[config.mk]
export PLATFORM = sky130hd
export DESIGN_NAME = cpu_boot_ctrl
export DESIGN_NICKNAME = d
export VERILOG_FILES = /design/src/rtl/boot_ctrl_pkg.sv /design/src/rtl/boot_dump_fifo.sv /design/src/rtl/cpu_boot_ctrl.sv
export SDC_FILE = /design/constraint.sdc
export NUM_CORES = 1
export LEC_CHECK = 0
export CAP_MARGIN = 20
export CORE_MARGIN = 2
export CORE_UTILIZATION = 31
export CTS_CLUSTER_DIAMETER = 150
export DETAILED_ROUTE_END_ITERATION = 16
export GPL_ROUTABILITY_DRIVEN = 0
export RECOVER_POWER = 50
export SLEW_MARGIN = 20
export SYNTH_ARGS = -nofsm -noshare
export SYNTH_HDL_FRONTEND = slang
export SYNTH_SLANG_ARGS = --single-unit
[constraint.sdc]
create_clock -name clk -period 7.66 [get_ports clk]
set_clock_uncertainty 0.15 [all_clocks]
set_input_delay 0.766 -clock clk [delete_from_list [all_inputs] [get_ports clk]]
set_output_delay 0.766 -clock clk [all_outputs]
set_load 0.01 [all_outputs]
[src/rtl/boot_ctrl_pkg.sv]
// boot_ctrl_pkg
//   Shared definitions for the CPU boot sequencer: the sequencer state
//   encoding, byte strides of the two external memory ports, the dump FIFO
//   depth, and the phase-skipping helper used at every phase boundary.
`timescale 1ns/1ps
package boot_ctrl_pkg;

  typedef enum logic [2:0] {
    ST_IDLE   = 3'd0,
    ST_LOAD_I = 3'd1,
    ST_LOAD_D = 3'd2,
    ST_RUN    = 3'd3,
    ST_DUMP   = 3'd4
  } state_t;

  // Byte distance between consecutive words on each memory port.
  localparam int unsigned IMEM_STRIDE = 4;
  localparam int unsigned DMEM_STRIDE = 8;

  // Dump output buffer depth.
  localparam int unsigned FIFO_DEPTH = 2;

  // Picks the first phase after 'after' whose word/cycle count is nonzero.
  // The data count gates both LOAD_D and DUMP, so it appears twice in the
  // walk. Returning ST_IDLE means the whole sequence is complete.
  function automatic state_t next_phase(input state_t after,
                                        input logic   imem_nz,
                                        input logic   dmem_nz,
                                        input logic   run_nz);
    state_t nxt;
    nxt = ST_IDLE;
    case (after)
      ST_IDLE: begin
        if (imem_nz)      nxt = ST_LOAD_I;
        else if (dmem_nz) nxt = ST_LOAD_D;
        else if (run_nz)  nxt = ST_RUN;
        else              nxt = ST_IDLE;
      end
      ST_LOAD_I: begin
        if (dmem_nz)      nxt = ST_LOAD_D;
        else if (run_nz)  nxt = ST_RUN;
        else              nxt = ST_IDLE;
      end
      ST_LOAD_D: begin
        if (run_nz)       nxt = ST_RUN;
        else if (dmem_nz) nxt = ST_DUMP;
        else              nxt = ST_IDLE;
      end
      ST_RUN: begin
        if (dmem_nz)      nxt = ST_DUMP;
        else              nxt = ST_IDLE;
      end
      default:            nxt = ST_IDLE;
    endcase
    return nxt;
  endfunction

endpackage

[src/rtl/boot_dump_fifo.sv]
// boot_dump_fifo
//   Two-entry FIFO that registers the data-memory dump stream so out_data
//   is a flop output and holds steady while the host stalls.
// Ports
//   clk, arst  : clock, asynchronous active-high reset
//   flush      : empties the FIFO (wins over push/pop)
//   push       : write push_data this cycle (caller guarantees not full)
//   push_data  : word to store
//   pop        : drop the head entry this cycle (caller guarantees not empty)
//   pop_data   : current head entry
//   count      : current occupancy, 0..2
`timescale 1ns/1ps
module boot_dump_fifo
  import boot_ctrl_pkg::*;
#(
  parameter int unsigned DATA_W = 64
) (
  input  logic              clk,
  input  logic              arst,
  input  logic              flush,
  input  logic              push,
  input  logic [DATA_W-1:0] push_data,
  input  logic              pop,
  output logic [DATA_W-1:0] pop_data,
  output logic [1:0]        count
);

  logic [DATA_W-1:0] mem_q [FIFO_DEPTH];
  logic [DATA_W-1:0] mem_d [FIFO_DEPTH];
  logic              wr_ptr_q, wr_ptr_d;
  logic              rd_ptr_q, rd_ptr_d;
  logic [1:0]        count_q, count_d;

  for (genvar gi = 0; gi < FIFO_DEPTH; gi++) begin : g_entry
    always_comb begin
      mem_d[gi] = mem_q[gi];
      if (push && !flush && (wr_ptr_q == 1'(gi))) begin
        mem_d[gi] = push_data;
      end
    end

    always_ff @(posedge clk or posedge arst) begin
      if (arst) mem_q[gi] <= '0;
      else      mem_q[gi] <= mem_d[gi];
    end
  end

  always_comb begin
    wr_ptr_d = wr_ptr_q;
    rd_ptr_d = rd_ptr_q;
    count_d  = count_q;
    if (flush) begin
      wr_ptr_d = 1'b0;
      rd_ptr_d = 1'b0;
      count_d  = 2'd0;
    end else begin
      if (push) wr_ptr_d = ~wr_ptr_q;
      if (pop)  rd_ptr_d = ~rd_ptr_q;
      count_d = count_q + 2'(push) - 2'(pop);
    end
  end

  always_ff @(posedge clk or posedge arst) begin
    if (arst) begin
      wr_ptr_q <= 1'b0;
      rd_ptr_q <= 1'b0;
      count_q  <= 2'd0;
    end else begin
      wr_ptr_q <= wr_ptr_d;
      rd_ptr_q <= rd_ptr_d;
      count_q  <= count_d;
    end
  end

  assign pop_data = mem_q[rd_ptr_q];
  assign count    = count_q;

endmodule

[src/rtl/cpu_boot_ctrl.sv]
// cpu_boot_ctrl
//   Boot sequencer for the pipelined RISC-V core: holds the core in reset,
//   preloads instruction memory (*_ext) and data memory (*_ext_2) from the
//   host stream, enables the core for a programmed number of cycles, then
//   freezes it and streams a span of data memory back to the host.
// Ports
//   clk, arst                    : clock, asynchronous active-high reset
//   start, abort                 : sequence request / return to IDLE
//   cfg_imem_words/dmem/run      : counts latched on start
//   in_valid/in_ready/in_data    : host load stream
//   out_valid/out_ready/out_data : dump stream (registered by 2-entry FIFO)
//   cpu_arst_n, cpu_enable       : core reset (active low) and enable
//   addr_ext/wen_ext/wdata_ext   : instruction memory write port
//   addr_ext_2/wen_ext_2/ren_ext_2/wdata_ext_2/rdata_ext_2 : data memory port
//   busy, done                   : not-IDLE status, completion pulse
`timescale 1ns/1ps
module cpu_boot_ctrl
  import boot_ctrl_pkg::*;
#(
  parameter int IMEM_CNT_W = 10,
  parameter int DMEM_CNT_W = 11,
  parameter int RUN_W      = 32
) (
  input  logic                  clk,
  input  logic                  arst,
  input  logic                  start,
  input  logic                  abort,
  input  logic [IMEM_CNT_W-1:0] cfg_imem_words,
  input  logic [DMEM_CNT_W-1:0] cfg_dmem_words,
  input  logic [RUN_W-1:0]      cfg_run_cycles,
  input  logic                  in_valid,
  output logic                  in_ready,
  input  logic [63:0]           in_data,
  output logic                  out_valid,
  input  logic                  out_ready,
  output logic [63:0]           out_data,
  output logic                  cpu_arst_n,
  output logic                  cpu_enable,
  output logic [63:0]           addr_ext,
  output logic                  wen_ext,
  output logic [31:0]           wdata_ext,
  output logic [63:0]           addr_ext_2,
  output logic                  wen_ext_2,
  output logic                  ren_ext_2,
  output logic [63:0]           wdata_ext_2,
  input  logic [63:0]           rdata_ext_2,
  output logic                  busy,
  output logic                  done
);

  localparam int IDX_W = (IMEM_CNT_W > DMEM_CNT_W) ? IMEM_CNT_W : DMEM_CNT_W;

  state_t                  state_q, state_d;
  state_t                  nxt_phase;
  logic [IDX_W-1:0]        idx_q, idx_d;
  logic [IDX_W-1:0]        idx_inc;
  logic [RUN_W-1:0]        run_cnt_q, run_cnt_d;
  logic [IMEM_CNT_W-1:0]   imem_words_q, imem_words_d;
  logic [DMEM_CNT_W-1:0]   dmem_words_q, dmem_words_d;
  logic [RUN_W-1:0]        run_cycles_q, run_cycles_d;
  logic                    inflight_q, inflight_d;
  logic                    done_q, done_d;

  logic                    beat;
  logic                    fifo_flush;
  logic                    fifo_push;
  logic                    fifo_pop;
  logic [63:0]             fifo_head;
  logic [1:0]              fifo_count;
  logic [2:0]              dump_occ;
  logic                    dump_all_issued;

  assign idx_inc         = idx_q + IDX_W'(1);
  assign beat            = in_valid && !abort;
  assign out_valid       = (fifo_count != 2'd0);
  assign out_data        = out_valid ? fifo_head : 64'd0;
  assign fifo_pop        = out_valid && out_ready;
  // A read issued last cycle returns now; capture it into the FIFO.
  assign fifo_push       = inflight_q;
  // Occupancy after this cycle's pop plus the read still returning. Counting
  // the pop lets a new read issue every cycle while the host keeps up.
  assign dump_occ        = 3'(fifo_count) + 3'(inflight_q) - 3'(fifo_pop);
  assign dump_all_issued = (idx_q == IDX_W'(dmem_words_q));
  assign busy            = (state_q != ST_IDLE);
  assign done            = done_q;

  always_comb begin
    state_d      = state_q;
    nxt_phase    = ST_IDLE;
    idx_d        = idx_q;
    run_cnt_d    = run_cnt_q;
    imem_words_d = imem_words_q;
    dmem_words_d = dmem_words_q;
    run_cycles_d = run_cycles_q;
    inflight_d   = 1'b0;
    done_d       = 1'b0;
    fifo_flush   = 1'b0;
    in_ready     = 1'b0;
    wen_ext      = 1'b0;
    addr_ext     = 64'd0;
    wdata_ext    = 32'd0;
    wen_ext_2    = 1'b0;
    ren_ext_2    = 1'b0;
    addr_ext_2   = 64'd0;
    wdata_ext_2  = 64'd0;
    cpu_arst_n   = 1'b0;
    cpu_enable   = 1'b0;

    unique case (state_q)
      ST_IDLE: begin
        if (start) begin
          imem_words_d = cfg_imem_words;
          dmem_words_d = cfg_dmem_words;
          run_cycles_d = cfg_run_cycles;
          run_cnt_d    = cfg_run_cycles;
          idx_d        = '0;
          // Live cfg values here: the latched copies update only next cycle.
          nxt_phase = next_phase(ST_IDLE, |cfg_imem_words, |cfg_dmem_words,
                                 |cfg_run_cycles);
          state_d   = nxt_phase;
          done_d    = (nxt_phase == ST_IDLE);
        end
      end

      ST_LOAD_I: begin
        in_ready = !abort;
        if (beat) begin
          wen_ext   = 1'b1;
          wdata_ext = in_data[31:0];
          addr_ext  = 64'(idx_q) * 64'(IMEM_STRIDE);
          idx_d     = idx_inc;
          if (idx_inc == IDX_W'(imem_words_q)) begin
            nxt_phase = next_phase(ST_LOAD_I, 1'b1, |dmem_words_q,
                                   |run_cycles_q);
            state_d   = nxt_phase;
            idx_d     = '0;
            done_d    = (nxt_phase == ST_IDLE);
          end
        end
      end

      ST_LOAD_D: begin
        in_ready = !abort;
        if (beat) begin
          wen_ext_2   = 1'b1;
          wdata_ext_2 = in_data;
          addr_ext_2  = 64'(idx_q) * 64'(DMEM_STRIDE);
          idx_d       = idx_inc;
          if (idx_inc == IDX_W'(dmem_words_q)) begin
            nxt_phase = next_phase(ST_LOAD_D, 1'b0, 1'b1, |run_cycles_q);
            state_d   = nxt_phase;
            idx_d     = '0;
            done_d    = (nxt_phase == ST_IDLE);
          end
        end
      end

      ST_RUN: begin
        cpu_arst_n = 1'b1;
        cpu_enable = 1'b1;
        // Entered only with a nonzero count, so the last cycle is at 1.
        if (run_cnt_q == RUN_W'(1)) begin
          nxt_phase = next_phase(ST_RUN, 1'b0, |dmem_words_q, 1'b0);
          state_d   = nxt_phase;
          idx_d     = '0;
          done_d    = (nxt_phase == ST_IDLE);
        end else begin
          run_cnt_d = run_cnt_q - RUN_W'(1);
        end
      end

      ST_DUMP: begin
        // Core stays out of reset with enable low so its state is frozen.
        cpu_arst_n = 1'b1;
        if (!abort && !dump_all_issued && (dump_occ < 3'd2)) begin
          ren_ext_2  = 1'b1;
          addr_ext_2 = 64'(idx_q) * 64'(DMEM_STRIDE);
          idx_d      = idx_inc;
          inflight_d = 1'b1;
        end
        if (fifo_pop && (fifo_count == 2'd1) && !inflight_q && dump_all_issued) begin
          state_d = ST_IDLE;
          idx_d   = '0;
          done_d  = 1'b1;
        end
      end

      default: state_d = ST_IDLE;
    endcase

    if (abort) begin
      state_d    = ST_IDLE;
      idx_d      = '0;
      inflight_d = 1'b0;
      done_d     = 1'b0;
      fifo_flush = 1'b1;
    end
  end

  always_ff @(posedge clk or posedge arst) begin
    if (arst) begin
      state_q      <= ST_IDLE;
      idx_q        <= '0;
      run_cnt_q    <= '0;
      imem_words_q <= '0;
      dmem_words_q <= '0;
      run_cycles_q <= '0;
      inflight_q   <= 1'b0;
      done_q       <= 1'b0;
    end else begin
      state_q      <= state_d;
      idx_q        <= idx_d;
      run_cnt_q    <= run_cnt_d;
      imem_words_q <= imem_words_d;
      dmem_words_q <= dmem_words_d;
      run_cycles_q <= run_cycles_d;
      inflight_q   <= inflight_d;
      done_q       <= done_d;
    end
  end

  boot_dump_fifo #(
    .DATA_W(64)
  ) u_dump_fifo (
    .clk      (clk),
    .arst     (arst),
    .flush    (fifo_flush),
    .push     (fifo_push),
    .push_data(rdata_ext_2),
    .pop      (fifo_pop),
    .pop_data (fifo_head),
    .count    (fifo_count)
  );

endmodule
# Yosys cells after proc, flatten, opt, wreduce, memory -nomap -nowiden

Cells that the tools add are included.

Register bits after elaboration: 233
Bits of input ports: 187
Output and inout bits: 297
Logic and storage cells: 155

$add $sub $neg: 6
Magnitude comparators: 2
Equality and inequality tests: 19
Multiplexer cells: 76
Bitwise operators: 3
Reductions and logical operators: 36

Operator list:

| kind                                                | count |
|---|---|
| two-way mux 64 bit                                  | 6 |
| two-way mux 32 bit                                  | 4 |
| two-way mux 11 bit                                  | 9 |
| case mux 32 bit (2 select lines)                    | 1 |
| OR reduction 32 bit                                 | 2 |
| two-way mux 3 bit                                   | 20 |
| case mux 11 bit (5 select lines)                    | 1 |
| == test 32 x 1 -> 1 bit (second input constant)     | 1 |
| subtractor 32 x 1 -> 32 bit (second input constant) | 1 |
| two-way mux 14 bit                                  | 2 |
| case mux 14 bit (2 select lines)                    | 1 |
| two-way mux 13 bit                                  | 2 |
| == test 11 bit                                      | 2 |
| two-way mux 1 bit                                   | 22 |
| OR reduction 11 bit                                 | 2 |
| inequality test 3 bit (second input constant)       | 7 |
| zero test 3 bit                                     | 5 |
| case mux 3 bit (5 select lines)                     | 1 |
| two-way mux 2 bit                                   | 6 |
| adder 11 x 1 -> 11 bit (second input constant)      | 1 |
| == test 11 x 10 -> 1 bit                            | 1 |
| logical AND 1 bit                                   | 10 |
| OR reduction 10 bit                                 | 1 |
| nonzero test 2 bit                                  | 4 |
| 23 further kinds                                    | 30 |

# Longest topological paths before layout

Word-level depth: 11
Gate-level depth with buffers: 15
Gate-level depth less buffers: 14

# Modules after synthesis

From an unflattened synthesis, not the netlist that was laid out.

Cells, all modules: 1441
Area, all modules: 14242.4 um^2

Modules (own cells, without submodules):

| module         | times used | cells each | area an instance (um^2) | seq. area each (um^2) |
|---|---|---|---|---|
| cpu_boot_ctrl  | 1          | 1082       | 8190.4                  | 2527.4 |
| boot_dump_fifo | 1          | 359        | 6052.1                  | 3303.2 |

# Worst setup path after synthesis

Ideal clock, no wire load.

Kind: in2out
From: input port out_ready
To: output port addr_ext_2[10]
Data arrival time: 2.826 ns
Required time: 6.744 ns
Slack: 3.918 ns
Cell stages on the path: 12
Buffers on the path: 1
Cells stage by stage: and2_1 > ha_1 > inv_1 > ha_1 > inv_1 > fa_1 > xnor2_1 > nand4b_1 > nor2_1 > or2_2 > clkbuf_1 > and2_1

Word-level cells in the longest chain between the ends: 6

RTL lines:

| item                                | RTL line             | text |
|---|---|---|
| from (decl)                         | cpu_boot_ctrl.sv:35  | `input logic out_ready,` |
| logical AND 1 bit                   | cpu_boot_ctrl.sv:77  | `assign fifo_pop = out_valid && out_ready;` |
| subtractor 3 x 1 -> 3 bit           | cpu_boot_ctrl.sv:82  | `assign dump_occ = 3'(fifo_count) + 3'(inflight_q) - 3'(fifo_pop);` |
| less-than comparator 3 x 2 -> 1 bit | cpu_boot_ctrl.sv:175 | `if (!abort && !dump_all_issued && (dump_occ < 3'd2)) begin` |
| logical AND 1 bit                   | cpu_boot_ctrl.sv:175 |  |
| two-way mux 14 bit                  | cpu_boot_ctrl.sv:175 |  |
| case mux 14 bit (2 select lines)    | cpu_boot_ctrl.sv:109 | `unique case (state_q)` |
| to (decl)                           | cpu_boot_ctrl.sv:42  | `output logic [63:0] addr_ext_2,` |

Every way passes these cells.

# Final worst setup path

From: register u_dump_fifo.count_q[1] (netlist: u_dump_fifo.count[1])
To: output port addr_ext_2[5]

Word-level cells in the longest chain between the ends: 7
Elaborated cells between the ends (all ways): 8
Those cells by class: 2 x add/sub; 1 x order compare; 2 x mux; 3 x reduce/logical

RTL lines:

| item                                                                         | RTL line             | text |
|---|---|---|
| from (decl)                                                                  | boot_dump_fifo.sv:32 | `logic [1:0] count_q, count_d;` |
| from (signal assigned)                                                       | boot_dump_fifo.sv:71 | `count_q <= count_d;` |
| parallel branches: the longest is 2 deep, another holds adder 2 x 1 -> 3 bit | -                    |  |
| subtractor 3 x 1 -> 3 bit (*)                                                | cpu_boot_ctrl.sv:82  |  |
| less-than comparator 3 x 2 -> 1 bit (*)                                      | cpu_boot_ctrl.sv:175 |  |
| logical AND 1 bit (*)                                                        | cpu_boot_ctrl.sv:175 |  |
| two-way mux 14 bit (*)                                                       | cpu_boot_ctrl.sv:175 |  |
| case mux 14 bit (2 select lines) (*)                                         | cpu_boot_ctrl.sv:109 |  |

Every way passes the cells marked *.

==> metrics <==
largest cells by area after synthesis dfrtp_1 (43%), mux2_2 (15%), buf_4 (5.9%); share of post-route cells with drive strength above 1 0.1506; worst-margin pin slew 4.934 ns; Tmin final 5.554 ns; Worst EP required 6.74 ns; count of final hold-check violations 0; design area 0.01832 mm^2; Crit. End Element output port; DRT antenna net count 0; clk buf depth 3; die area 0.04545 mm^2; # fillers 4245; syn avg cell area 10.18 um^2; drt total wl 45.87 mm; Max Cap Viol 5; Sink Count 233; Worst-path clk slew 0.06 ns; Setup-failing EPs final 0; part of the cycle the worst path needs 0.7250; first-pass GRT wire length 66.38 mm; IO buf count 377; critical path type register to output port; Synth top area share 0.4298; GR Overflow Total 0; crit path cell chain nor2_4 > buf_4 > inv_1 > and2_0 > ha_1 > inv_1 > ha_1 > inv_1 > fa_1 > xnor2_1 > nand4b_1 > nor2_1 > or2_2 > and2_1 > clkdlybuf4s50_1; largest net degree at the start of global routing 111; Post-synth EDFFs 0; Pleak 7.637 nW; slowest stage cell, crit path buf_4; VDD IR-drop max 0.1747 mV; CP startpoint kind register; Peak Freq 180.1 MHz; Mapped Cells 1332; most frequent cells after synthesis dfrtp_1 (233), mux2_2 (178), and2_1 (123), nor2_1 (123), buf_4 (107); Netlist cell types 75; DRC 0; GRT Total Usage 0.1935; Seq/Total Area, Yosys 0.4298; post-CTS setup buffers 0; starting density of the core 0.3142; Post-CTS Hold Buffers 0; most area-hungry cell type in the Yosys netlist dfrtp_1; core area 0.04317 mm^2; I/O pins 484; status finished with violations; relative slew slack -2.308; HP Class register to register; hpwl dp 33.71 mm; PD cells 243.3 mW/mm^2; yosys warns 0; H-tree depth 1; CTS buffer count 28; # rows 76; Slew Limit Fails 303; CP max stage delay 0.60 ns; Yosys reg bits 233; drt pass-1 iters 6; Avg Vias per Cell 4.790; Syn-to-layout area delta 35.02%; CTS Root Cell clkbuf_16; RSZ-0062 raised after global routing no; vias in the first global route 10470; failing checks capacitance limit, slew limit; DR WL/cell 20.16 um; Final nets 1860; Post-CTS Resized 0; Mapped Area 0.01357 mm^2; endpoint arrival time on the critical path 4.64 ns; Async S/R FF share, synth 1.000; die width 213.2 um; Worst-Skew Late Latency 0.56 ns; First DRT Iteration DRCs 516; Synth Flop Type dfrtp_1; via count 10900; Die Y 213.2 um; initial antenna violation count 8; CTS tree done; cell repeated most along the worst path inv_1; most numerous cell in the Yosys netlist dfrtp_1; crit path max fanout 65; placed inst area 0.01742 mm^2; post-route setup TNS 0 ns
==> layer usage <==
| layer | up-vias | wire (um) | GRT usage |
|---|---|---|---|
| met5 | - | 27 | 0 |
| met4 | 4 | 985 | 0.04837 |
| met3 | 62 | 3446 | 0.05221 |
| met2 | 341 | 22040 | 0.3184 |
| met1 | 5387 | 19370 | 0.2520 |
| li1 | 5104 | - | - |
==> metrics by stage <==
stage | std cells | hold slack, ns | total power [mW] | setup WS [ns] | utilization
after global placement | 2222 | 0.3362 | 3.118 | 2.633 | 0.4035
after global routing | 2274 | 0.3644 | 4.735 | 1.269 | 0.4242
after floorplan | 1437 | 0.3292 | 2.724 | 0.3544 | -
after CTS | 2272 | 0.3566 | 4.512 | 1.983 | 0.4248
final | 2275 | 0.3544 | 4.456 | 2.106 | 0.4243
after detailed placement | 2222 | 0.3432 | 3.150 | 2.604 | 0.4035
==> power by group <==
part	switching (mW)	internal, mW	leakage, nW
Sequential	0.295	1.52	3.05
Combinational	0.683	0.632	4.13
Clock	0.539	0.788	0.458
==> state kept, by name, summed over array words and instances (netlist names) <==
signal,count
imem_words_q,10
u_dump_fifo.mem_q,128
run_cycles_q,32
fifo_push,1
dmem_words_q,11
u_dump_fifo.rd_ptr_q,1
done,1
idx_q,11
u_dump_fifo.wr_ptr_q,1
run_cnt_q,32
u_dump_fifo.count,2
state_q,3
==> cell families after synthesis <==
group | after synthesis | synth area share
AND/OR/NAND/NOR | 443 | 0.1759
multiplexers | 244 | 0.1965
flip-flops | 233 | 0.4298
buffers and inverters | 205 | 0.09094
AO/OA/AOI/OAI | 164 | 0.07628
XOR/XNOR | 36 | 0.02426
adder cells (fa/ha/maj) | 6 | 0.006087
other | 1 | 0.0002764
==> cell type report <==
class                           count  area [um^2]  area share
Multi-Input combinational cell    999         6917      0.3776
Sequential cell                   233         5834      0.3185
Timing Repair Buffer              388         3842      0.2098
Clock buffer                       40        837.1     0.04570
Tap cell                          585        732.0     0.03996
Clock inverter                     10        81.33    0.004440
Inverter                           17        65.06    0.003552
Antenna cell                        3        7.507   0.0004099
==> layout by cell type (no fill, tap or decap), drive strengths merged, types with 8 or more instances in the layout <==
cell / count
clkbuf: 44
nor4: 34
inv: 16
a211oi: 11
nor3: 17
xnor2: 16
a21o: 8
xor2: 19
clkdlybuf4s50: 374
o22ai: 9
a21oi: 46
dfrtp: 233
and3: 8
nand4: 10
mux2i: 66
o21ai: 50
nand2: 55
nand2b: 14
or3: 10
nand3: 21
clkinv: 8
mux2: 178
nor2: 123
and2: 123
conb: 106
==> critical path, delay by kind of cell (launching register included) <==
kind          cells  cell delay (ns)
xor+xnor          1             0.17
fa+ha+maj         3             0.78
buf+inv           5             1.36
flops             1             0.46
simple gates      6             1.29
==> final timing paths <==
check	start	to	slack, ns	cells past startpoint
setup / recovery	u_dump_fifo.count[1]	addr_ext_2[5]	2.11	15
hold / removal	u_dump_fifo.mem_q[73]	u_dump_fifo.mem_q[73]	0.35	1
setup reg to reg	state_q[1]	done	2.66	7
hold reg to reg	u_dump_fifo.mem_q[73]	u_dump_fifo.mem_q[73]	0.35	1
max in group asynchronous	arst	u_dump_fifo.rd_ptr_q	2.34	3
min in group asynchronous	arst	u_dump_fifo.mem_q[6]	2.06	2
No activity file was read; power rests on OpenSTA's default activity.
